File: config.mk
export PLATFORM = sky130hd
export DESIGN_NAME = adder_n
export DESIGN_NICKNAME = d
export VERILOG_FILES = /design/src/rtl/adder_n.sv
export SDC_FILE = /design/constraint.sdc
export NUM_CORES = 1
export LEC_CHECK = 0
export ABC_AREA = 1
export BUFFER_PORTS_ARGS = -buffer_cell sky130_fd_sc_hd__buf_4
export CAP_MARGIN = 10
export CELL_PAD_IN_SITES_DETAIL_PLACEMENT = 0
export CELL_PAD_IN_SITES_GLOBAL_PLACEMENT = 1
export CORE_AREA = 2 2 39 41
export CTS_BUF_LIST = sky130_fd_sc_hd__clkbuf_8
export DETAILED_ROUTE_END_ITERATION = 10
export DIE_AREA = 0 0 41 43
export PLACE_DENSITY_LB_ADDON = 0.25
export SKIP_LAST_GASP = 1
export SLEW_MARGIN = 20
export SYNTH_ARGS = -nofsm -noshare
export SYNTH_HDL_FRONTEND = slang
export SYNTH_SLANG_ARGS = --single-unit
File: constraint.sdc
create_clock -name clk -period 0.87 [get_ports clk]
set_input_delay 0.087 -clock clk [delete_from_list [all_inputs] [get_ports clk]]
set_output_delay 0.087 -clock clk [all_outputs]
set_load 0.05 [all_outputs]
File: src/rtl/adder_n.sv
`default_nettype none
// ============================================================================
//  Module   : adder_n
//  Purpose  : Parameterised N-bit ripple-carry adder built from a chain of
//             full-adder cells. Sum, carry-out and signed overflow are
//             registered behind a valid strobe, giving one cycle of latency.
//             The registered Cout can feed the Cin of a higher slice.
//  Revision : 1.0 - initial release
// ============================================================================
module adder_n #(
    parameter int N = 4                   // operand/sum width, 1..64
) (
    input  logic         clk,
    input  logic         rst,
    output logic [N-1:0] SUM,
    output logic         Cout,
    input  logic [N-1:0] A,
    input  logic [N-1:0] B,
    input  logic         Cin,
    input  logic         in_valid,
    output logic         out_valid,
    output logic         ovf
);

    // Carry chain: w_c[0] is the external carry-in, w_c[N] the carry-out.
    logic [N:0]   w_c;
    logic [N-1:0] w_s;
    logic         w_ovf;

    assign w_c[0] = Cin;

    // One full-adder cell per bit; the ripple path is kept explicit.
    generate
        for (genvar i = 0; i < N; i++) begin : g_fa
            assign w_s[i]   = A[i] ^ B[i] ^ w_c[i];
            assign w_c[i+1] = (A[i] & B[i]) | (w_c[i] & (A[i] ^ B[i]));
        end
    endgenerate

    // Signed overflow: carry into the MSB differs from carry out of it.
    // For N=1 the carry into the MSB is Cin itself (w_c[0]).
    assign w_ovf = w_c[N] ^ w_c[N-1];

    // Capture a new result when operands are valid; otherwise hold the
    // previous result so idle-cycle inputs cannot disturb it.
    always_ff @(posedge clk or posedge rst) begin
        if (rst) begin
            SUM       <= '0;
            Cout      <= 1'b0;
            ovf       <= 1'b0;
            out_valid <= 1'b0;
        end else begin
            out_valid <= in_valid;
            if (in_valid) begin
                SUM  <= w_s;
                Cout <= w_c[N];
                ovf  <= w_ovf;
            end
        end
    end

endmodule
`default_nettype wire

Word level (Yosys, flattened, before mapping) --
Cells that the tools add are included.
Cells by class: bitwise logic cells 21
Operators by type and width (count):
- $xor A1 B1 Y1 | 9
- $and A1 B1 Y1 | 8
- $or A1 B1 Y1 | 4
Storage, ports and cells: register bits 7, output and inout bits 7, word-level logic and storage cells 25

Logic depth before layout (Yosys ltp) --
depth in word-level cells 10, mapped depth 11, depth with buffers taken out 11

Worst setup path after synthesis --
OpenSTA, ideal clock, no wires.
path kind input -> register, start point in A[0], end point reg SUM[3], library setup time 76 ps, data arrival time 1710 ps, path slack -916 ps, stages 8, path buffers 0, cell sequence fa_1 inv_1 fa_1 inv_1 fa_1 inv_1 fa_1 o21ai_1
On the way: word-level cells in the longest chain between the ends 8, elaborated cells between the ends (all ways) 9, those cells by class 9 x bitwise
Ends and longest elaborated chain:
- from (decl) | line 17 | input logic [N-1:0] A,
- $xor A1 B1 Y1 | line 36 | assign w_c[i+1] = (A[i] & B[i]) | (w_c[i] & (A[i] ^ B[i]));
- $and A1 B1 Y1 | line 36
- $or A1 B1 Y1 * | line 36
- $and A1 B1 Y1 * | line 36
- $or A1 B1 Y1 * | line 36
- $and A1 B1 Y1 * | line 36
- $or A1 B1 Y1 * | line 36
- $xor A1 B1 Y1 * | line 35 | assign w_s[i] = A[i] ^ B[i] ^ w_c[i];
- to (signal assigned) | line 55 | SUM <= w_s;
- to (decl) | line 15 | output logic [N-1:0] SUM,
Every way passes the cells marked *; elsewhere a longest branch is shown, timed or not. A chain may end at the register's enable or synchronous reset.

Worst setup path in the final report --
Same ends and word-level chain as after synthesis.

==> metrics.txt <==
status=finished with violations; failing checks=negative setup slack; # H-tree levels=1; DRC viols=0; dpl ws=-1.01 ns; Pwr Density=~2000 nW/um^2; Fin. Hold Viols=0; number of port buffers=18; Worst-path clk slew=0.04 ns; Setup crit end kind=flop; main combinational cell family by area after synthesis=adder cells; Worst Skew=0 ns; layout cells sized above 1=53.1%; Crit path top cell by count=fa_2; RSZ-0062 raised after global routing=yes; fin crit period=1.62 ns; clock sinks=7; Syn Nets=54; Gate Count Post-Synth=38; Syn Area/Cell=9.61 um^2; final std cells w/o fill=80; adder-cell share of the synthesized area=21.9%; Worst Tran Pin Value=0.260 ns; final-stage net count=81; Final setup viols=5; DP Area=538 um^2; antenna cell count=0; fin crit share=186%; overall power=1.32 mW; CP cell instances=buf_6 > fa_2 > inv_2 > fa_2 > inv_2 > fa_2 > inv_2 > fa_2 > o21ai_1; first-pass GRT wire length=1040 um; Initial Utilization=a little over a quarter; Register Area=175 um^2; Max-cap violations=0; vias per cell=3.66; critical-path maximum fanout=2; gr usage total=a little under a tenth; Worst EP arrival=1.77 ns; XOR/XNOR share of the synthesized area=0%; Synth Area in Compound Gates=between 5 and 6%; placer congestion estimate=0.668; vias=293; synth unique cells=8; Routed WL=660 um; design area=about 640 um^2; Pleak=around 0.34 nW; initial antenna violation count=0; Starting DRT DRC Count=5; Worst EP required=1.02 ns; Peak supply drop=0.000699 V; #FFs+latches synth=7; Seq/Total Area, Yosys=47.9%; hpwl dp=about 500 um; simple-gate share of the synthesized area=14.7%; Slew HR=82.7%; gr ovfl total=0; die area=1760 um^2; post-route ant nets=0; Placeable Area=1380 um^2; Post-Syn Area=365 um^2; Clock Tree Buf Depth=2; FP Rows=14; PnR worst setup slack=-0.750 ns; achievable frequency=a little over 600 MHz; Cells after DPL=73; First-pass DRT Iterations=3; largest net degree at the start of global routing=10; CTS buffer count=3; number of global-route vias before repair=292; multiplexer area fraction after synthesis=0%; DR WL/cell=8.25 um; Hold Crit Class=in -> reg; Critical Path Start Type=input port; overall die width=41 um; Syn. warnings=0; most frequent cells in the layout=nand2_1, buf_4, buf_6; FILL cells=146; max-slew violations=0; CP max stage cell=fa_2; Setup CP Type=in -> reg; I/O Pins=19; Worst-Skew Late Latency=0.22 ns; CTS tree=built; Layout Area Growth over Synthesis=75.7%; footprint of the multi-input gates=166 um^2; Die Ht=~43 um; CTS Root Cell=clkbuf_8; crit-path max cell delay=0.41 ns
-- worst max-delay path, delay by kind of cell --
family          cells  cell delay, ns
buf+inv             4            0.26
compound gates      1            0.11
fa+ha+maj           4            1.30
-- power breakdown --
| part | switching [mW] | internal, mW |
|---|---|---|
| Combinational | 0.274 | 0.202 |
| Clock | 0.130 | 0.304 |
| Sequential | 0.0316 | 0.375 |
| Total | 0.436 | 0.881 |
-- metal layers --
metal | wire length [um] | vias up | global-route usage [%]
met5 | 0 | - | 0
met4 | 0 | 0 | 10.0
met3 | 31 | 0 | 1.57
met2 | 327 | 10 | 12.2
met1 | 301 | 122 | 10.7
li1 | - | 161 | -
-- sequential cells by signal, indices dropped and copies added (netlist names) --
name,cells
ovf,1
SUM,4
out_valid,1
Cout,1
-- area by class of cell --
class / count / share of cell area [%]
Clock buffer: 3 / 6.43
Clock inverter: 1 / 0.585
Inverter: 10 / 5.85
Multi-Input combinational cell: 21 / 25.9
Sequential cell: 7 / 27.3
Tap cell: 16 / 3.12
Timing Repair Buffer: 22 / 30.8
-- logic make-up after synthesis --
kind of cell / Yosys count
buffers and inverters: 10
flip-flops: 7
adder cells (fa/ha/maj): 4
AND/OR/NAND/NOR: 14
AO/OA/AOI/OAI: 3
-- synthesized netlist by cell type --
cell type / count / share of area (%)
o21ai_2: 1 / 2.4
fa_1: 4 / 22
dfrtp_1: 7 / 48
o21ai_1: 2 / 2.7
nand2_1: 13 / 13
inv_2: 1 / 1.0
inv_1: 9 / 9.2
nand3_1: 1 / 1.4
-- stage by stage --
stage          hold WS, ns  TNS, ns  util [%]
5_1_grt             0.0153    -2.79      46.4
3_3_place_gp        0.0371    -3.85      38.9
3_5_place_dp        0.0351    -3.89      38.9
6_report            0.0154    -2.54      46.4
4_1_cts             0.0128    -2.56      45.0
2_1_floorplan       -0.110    -2.90         -
-- what timing repair did --
| item | in CTS | in global routing |
|---|---|---|
| endpoints found under the setup margin | 11 | 7 |
| hold buffers | 1 | 0 |
| resized for setup | 8 | 1 |
| setup buffers | 0 | 2 |
| pin swaps | 2 | 1 |
| hold endpoints to repair | 7 | 0 |
-- worst paths after layout --
kind                             end  slack [ns]  cells after the start     start
min in group asynchronous  out_valid        0.36                      3       rst
max                           SUM[3]       -0.75                      9      A[0]
min reg2reg                   SUM[0]        0.50                      2    SUM[0]
max reg2reg                   SUM[3]        0.13                      3    SUM[3]
min                        out_valid        0.02                      1  in_valid
max in group asynchronous        ovf        0.31                      3       rst
Power figures use the tool's default switching activity.
